## config.mk

```make
export PLATFORM = sky130hd
export DESIGN_NAME = pipe_stall_ctrl
export DESIGN_NICKNAME = d
export VERILOG_FILES = /design/src/rtl/pipe_stall_ctrl.sv
export SDC_FILE = /design/constraint.sdc
export NUM_CORES = 1
export LEC_CHECK = 0
export CAP_MARGIN = 25
export CORE_MARGIN = 2
export CORE_UTILIZATION = 26
export DETAILED_ROUTE_END_ITERATION = 12
export PLACE_DENSITY = 0.79
export SYNTH_ARGS = -nofsm -noshare
export SYNTH_HDL_FRONTEND = slang
export SYNTH_SLANG_ARGS = --single-unit
```

## constraint.sdc

```tcl
create_clock -name clk -period 1.1 [get_ports clk]
set_input_delay 0.22 -clock clk [delete_from_list [all_inputs] [get_ports clk]]
set_output_delay 0.22 -clock clk [all_outputs]
set_load 0.01 [all_outputs]
```

## src/rtl/pipe_stall_ctrl.sv

```systemverilog
// rtl/pipe_stall_ctrl.sv - stall/flush scheduler for the IF-ID-EXE-MEM pipeline front
// Optional stall-cycle counters are built when STALL_PERF_EN is defined.
module pipe_stall_ctrl #(
  parameter int FLUSH_HOLD = 1,
  parameter int PERF_W     = 32
) (
  input  logic              clk,
  input  logic              resetn,
  input  logic              ID_EX_DH_Stall,
  input  logic              ID_MEM1_DH_Stall,
  input  logic              ID_MEM2_DH_Stall,
  input  logic              IF_ICacheBusy,
  input  logic              MEM_DCacheBusy,
  input  logic              EXE_DivBusy,
  input  logic              EXE_BranchFlush,
  input  logic              MEM_ExceptFlush,
  input  logic              Perf_Clr,
  output logic              PC_Wr,
  output logic              IF_Wr,
  output logic              ID_Wr,
  output logic              EXE_Wr,
  output logic              MEM_Wr,
  output logic              IF_Flush,
  output logic              ID_Flush,
  output logic              EXE_Flush,
  output logic              MEM_Flush,
  output logic              ID_DisWr,
  output logic              IF_Discard,
  output logic [PERF_W-1:0] Perf_DHCnt,
  output logic [PERF_W-1:0] Perf_ICacheCnt,
  output logic [PERF_W-1:0] Perf_BackendCnt
);

  typedef enum logic {ST_RUN, ST_DISCARD} state_t;

  localparam logic [2:0] HOLD_INIT = 3'(FLUSH_HOLD - 1);

  state_t     state;
  logic [2:0] hold_cnt;

  logic dh_stall;
  logic backend_busy;
  logic branch_take;
  logic win_backend;
  logic win_dh;
  logic win_icache;

  assign dh_stall     = ID_EX_DH_Stall | ID_MEM1_DH_Stall | ID_MEM2_DH_Stall;
  assign backend_busy = MEM_DCacheBusy | EXE_DivBusy;
  // A branch held in EXE behind a busy backend is simply seen again later.
  assign branch_take  = EXE_BranchFlush & ~backend_busy & ~MEM_ExceptFlush;
  assign win_backend  = ~MEM_ExceptFlush & backend_busy;
  assign win_dh       = (state == ST_RUN) & ~MEM_ExceptFlush & ~backend_busy
                        & ~EXE_BranchFlush & dh_stall;
  assign win_icache   = (state == ST_RUN) & ~MEM_ExceptFlush & ~backend_busy
                        & ~EXE_BranchFlush & ~dh_stall & IF_ICacheBusy;

  always_comb begin
    PC_Wr      = 1'b1;
    IF_Wr      = 1'b1;
    ID_Wr      = 1'b1;
    EXE_Wr     = 1'b1;
    MEM_Wr     = 1'b1;
    IF_Flush   = 1'b0;
    ID_Flush   = 1'b0;
    EXE_Flush  = 1'b0;
    MEM_Flush  = 1'b0;
    ID_DisWr   = 1'b0;
    IF_Discard = 1'b0;
    if (!resetn) begin
      PC_Wr     = 1'b0;
      IF_Wr     = 1'b0;
      ID_Wr     = 1'b0;
      EXE_Wr    = 1'b0;
      MEM_Wr    = 1'b0;
      IF_Flush  = 1'b1;
      ID_Flush  = 1'b1;
      EXE_Flush = 1'b1;
      MEM_Flush = 1'b1;
    end else if (state == ST_RUN) begin
      if (MEM_ExceptFlush) begin
        IF_Flush  = 1'b1;
        ID_Flush  = 1'b1;
        EXE_Flush = 1'b1;
        MEM_Flush = 1'b1;
      end else if (backend_busy) begin
        PC_Wr  = 1'b0;
        IF_Wr  = 1'b0;
        ID_Wr  = 1'b0;
        EXE_Wr = 1'b0;
        MEM_Wr = 1'b0;
      end else if (EXE_BranchFlush) begin
        IF_Flush = 1'b1;
      end else if (dh_stall) begin
        PC_Wr    = 1'b0;
        IF_Wr    = 1'b0;
        ID_Wr    = 1'b0;
        ID_DisWr = 1'b1;
      end else if (IF_ICacheBusy) begin
        PC_Wr    = 1'b0;
        IF_Wr    = 1'b0;
        ID_Flush = 1'b1;
      end
    end else begin
      // Stale fetch still outstanding: IF stays empty until it returns.
      IF_Discard = 1'b1;
      PC_Wr      = 1'b0;
      IF_Wr      = 1'b0;
      IF_Flush   = 1'b1;
      ID_Flush   = 1'b1;
      if (MEM_ExceptFlush) begin
        PC_Wr     = 1'b1;
        EXE_Flush = 1'b1;
        MEM_Flush = 1'b1;
      end else if (backend_busy) begin
        ID_Wr    = 1'b0;
        EXE_Wr   = 1'b0;
        MEM_Wr   = 1'b0;
        IF_Flush = 1'b0;
        ID_Flush = 1'b0;
      end else if (EXE_BranchFlush) begin
        PC_Wr = 1'b1;
      end
    end
    if (resetn && hold_cnt != 3'd0) begin
      ID_Flush  = 1'b1;
      EXE_Flush = 1'b1;
      MEM_Flush = 1'b1;
    end
  end

  always_ff @(posedge clk or negedge resetn) begin
    if (!resetn) begin
      state    <= ST_RUN;
      hold_cnt <= 3'd0;
    end else begin
      if (MEM_ExceptFlush)
        hold_cnt <= HOLD_INIT;
      else if (hold_cnt != 3'd0)
        hold_cnt <= hold_cnt - 3'd1;
      case (state)
        ST_RUN:
          if ((MEM_ExceptFlush | branch_take) & IF_ICacheBusy)
            state <= ST_DISCARD;
        ST_DISCARD:
          if (!IF_ICacheBusy)
            state <= ST_RUN;
        default:
          state <= ST_RUN;
      endcase
    end
  end

`ifdef STALL_PERF_EN
  localparam logic [PERF_W-1:0] CNT_ONE = PERF_W'(1);

  always_ff @(posedge clk or negedge resetn) begin
    if (!resetn) begin
      Perf_DHCnt      <= '0;
      Perf_ICacheCnt  <= '0;
      Perf_BackendCnt <= '0;
    end else if (Perf_Clr) begin
      Perf_DHCnt      <= '0;
      Perf_ICacheCnt  <= '0;
      Perf_BackendCnt <= '0;
    end else begin
      if (win_dh && Perf_DHCnt != '1)
        Perf_DHCnt <= Perf_DHCnt + CNT_ONE;
      if (win_icache && Perf_ICacheCnt != '1)
        Perf_ICacheCnt <= Perf_ICacheCnt + CNT_ONE;
      if (win_backend && Perf_BackendCnt != '1)
        Perf_BackendCnt <= Perf_BackendCnt + CNT_ONE;
    end
  end
`else
  logic unused_perf;
  assign unused_perf     = &{1'b0, Perf_Clr, win_dh, win_icache, win_backend};
  assign Perf_DHCnt      = '0;
  assign Perf_ICacheCnt  = '0;
  assign Perf_BackendCnt = '0;
`endif

endmodule

```

==> run_results.csv, run 1 <==
group,metric,value,unit
power_and_ir_drop,p_int,1.01,mW
grt,overflow,0,
detailed_routing,vias,764,
worst_setup_path,crit_fanout,2,
cts,h-tree-depth,1,
cells_and_area,nets,202,
detailed_routing,first_pass_iters,4,
cells_and_area,fillers,433,
yosys,yosys_warnings,0,
power_and_ir_drop,p_sw_share,38.9,%
yosys,synth_top_area_share,68.5,%
floorplan,start_util,27.1,%
detailed_routing,drc,0,
cts,path_clk_slew,30,ps
placement,place_area,1120,um^2
cells_and_area,num_antenna_cells,0,
placement,portBuffers,20,
grt,grt_pass1_wl,2280,um
worst_setup_path,worstPathRequired,880,ps
power_and_ir_drop,clockPowerShare,18.4,%
cts,cts_tree,"yes",
cells_and_area,drive_gt1_share,36.4,%
timing,whs,325,ps
cts,clk_latency,210,ps
detailed_routing,routed_wl,1890,um
status,status,"finished with violations",
yosys,avgSynthCellArea,7.75,um^2
timing,setup-tns-final,-2550,ps
cts,cts_root_buffer,"clkbuf_8",
floorplan,coreArea,4000,um^2
power_and_ir_drop,p_leak,0.755,nW
timing,setup_violations,14,
yosys,ys_seq_elements,4,
yosys,netlist_area,1080,um^2
cells_and_area,fin_util,33.2,%
cells_and_area,multi_input_area,701,um^2
worst_setup_path,cpMaxStageDelayCell,"dfrtp_1",
grt,grt_pass1_vias,554,
yosys,synth-main-ff-cell,"dfrtp_1",
worst_setup_path,path_class,"reg2out",
timing,min_period_over_period,137,%
timing,fmax,665,MHz
detailed_routing,ant_nets,0,
timing,rsz0062_at_grt,"yes",
yosys,ys_top_cells_by_area,"buf_4, dfrtp_1, ha_1, nor2_1, nand3_1",
floorplan,die-area,4710,um^2
yosys,ys_seq_area_share,9.23,%
cells_and_area,design_area,1330,um^2
worst_setup_path,crit_chain,"inv_2, ha_4, nand3b_4, a211o_1, buf_2",
cells_and_area,regArea,101,um^2
flow_run,maxCapViolCount,0,
floorplan,die_x,68.6,um
worst_setup_path,cp.buffers_inverters,2,
yosys,synth_edf_count,0,
yosys,synth_cells,140,
yosys,yosysMostFrequentCell,"buf_4",
floorplan,rows,23,
power_and_ir_drop,power.switching,643,uW
worst_setup_path,end_kind,"output pin",
cts,cts_buffers,3,
worst_setup_path,crit_family,"flip-flops",
detailed_routing,viasPerCell,3.22,
worst_hold_path,hp-class,"in2reg",
floorplan,dieHeight,68.6,um
grt,antenna_found_initial,0,
worst_setup_path,slowest_delay,380,ps
status,violations,"negative setup slack",
cts,clockBufferDepth,2,
power_and_ir_drop,pwr-share-seq,13.9,%
power_and_ir_drop,irDropWorstVdd,0.000364,V
worst_setup_path,crit_arrival,1280,ps
timing,min_period,1500,ps
grt,grt.total_usage,6.78,%
grt,grt_max_degree,6,
placement,dp_hpwl,1430,um
detailed_routing,first_iter_violations,9,
placement,post-place-ws,-940,ps
cts,cts_sinks,4,
yosys,synth_top_area_cell,"buf_4",
detailed_routing,routedWlPerCell,7.98,um
floorplan,ios,118,
worst_setup_path,start_kind,"flip-flop",
yosys,synth_commonest_cells,"buf_4, nor2_1, dfrtp_1",
yosys,async_flop_share,100,%
timing,drv_slew,0,
timing,finalWorstSetupSlack,-403,ps
timing,hold_viol,0,
power_and_ir_drop,p_per_area,1240,nW/um^2
cells_and_area,syn2layout_area_growth,22.5,%
yosys,yosysUniqueCellTypes,24,
power_and_ir_drop,pwr-share-comb,67.7,%
timing,fin_skew,2.03,ps
placement,gp_congestion,0.761,
[path summary, 6_finish.rpt]
path | from | to | slack [ps] | cells past startpoint
worst max-delay path | hold_cnt[1] | ID_Flush | -400 | 5
worst min-delay path | MEM_ExceptFlush | hold_cnt[2] | 320 | 3
worst max register to register | hold_cnt[1] | hold_cnt[1] | -80 | 6
worst min register to register | hold_cnt[0] | hold_cnt[0] | 640 | 3
max in group asynchronous | resetn | state | 430 | 3
min in group asynchronous | resetn | hold_cnt[0] | 480 | 3
[per-stage QoR]
stage	instances	total power, mW
finish	237	1.65
global route	237	1.79
CTS	235	1.52
detailed placement	223	1.04
global placement	223	1.02
floorplan	235	0.987
[per-layer routing]
metal	track usage, %	wire length, um
met1	6.35	515
met2	12.1	1090
met3	3.25	289
met4	3.50	0
met5	0	0
[power by group through the flow]
stage | Combinational, mW | Sequential (mW) | Clock (mW)
3_5_place_dp | 0.809 | 0.230 | 0
3_3_place_gp | 0.796 | 0.228 | 0
6_report | 1.12 | 0.229 | 0.304
5_1_grt | 1.23 | 0.234 | 0.319
4_1_cts | 0.982 | 0.228 | 0.314
2_1_floorplan | 0.755 | 0.231 | 0
[flip-flops by register name, indices dropped and copies added (netlist names)]
name,flops
hold_cnt,3
state,1
[cell usage in the layout (no fill, tap or decap), types with 2 or more instances in the layout]
cell	instances
dfrtp_1	3
nor2_1	3
nor2_2	2
nor4_4	2
buf_6	16
buf_2	7
nand2_1	2
clkdlybuf4s15_2	2
inv_2	2
dlygate4sd2_1	2
clkbuf_8	3
nand3_1	3
buf_4	20
ha_4	2
conb_1	96
[worst reg2reg max path, delay by kind of cell, from the launching register on]
kind	cells	cell delay, ps
simple gates	1	70
flops	1	380
compound gates	1	220
buf+inv	3	270
fa+ha+maj	1	150
[layout make-up]
class / instances / area share [%]
Clock buffer: 3 / 3.11
Inverter: 2 / 0.565
Multi-Input combinational cell: 130 / 52.7
Sequential cell: 4 / 7.63
Tap cell: 50 / 4.71
Timing Repair Buffer: 48 / 31.3
[cells by family after synthesis]
logic type	count (synthesis)	share of synthesized area, %
AO/OA/AOI/OAI	7	4.84
XOR/XNOR	1	0.808
adder cells (fa/ha/maj)	2	2.31
buffers and inverters	101	69.2
flip-flops	4	9.23
multiplexers	1	0.923
other	1	0.346
AND/OR/NAND/NOR	23	12.3
[repair_timing]
| action | in CTS | in global routing |
|---|---|---|
| endpoints found under the hold margin | 4 | 0 |
| cloned | 0 | 0 |
| endpoints found under the setup margin | 14 | 14 |
| resized for setup | 96 | 13 |
| buffers inserted | 8 | 5 |
| pin swaps | 10 | 8 |
| hold buffers | 1 | 0 |
(Power assumes the default switching activity.)
==> run 2: changes to the inputs <==
--- a/config.mk
+++ b/config.mk
@@ -5,7 +5,7 @@
 export SDC_FILE = /design/constraint.sdc
 export NUM_CORES = 1
 export LEC_CHECK = 0
-export CAP_MARGIN = 25
+export CAP_MARGIN = 20
 export CORE_MARGIN = 2
 export CORE_UTILIZATION = 26
 export DETAILED_ROUTE_END_ITERATION = 12
==> results of run 2 <==
Same layout as run 1: the final DEF is identical, and so are final timing and power.
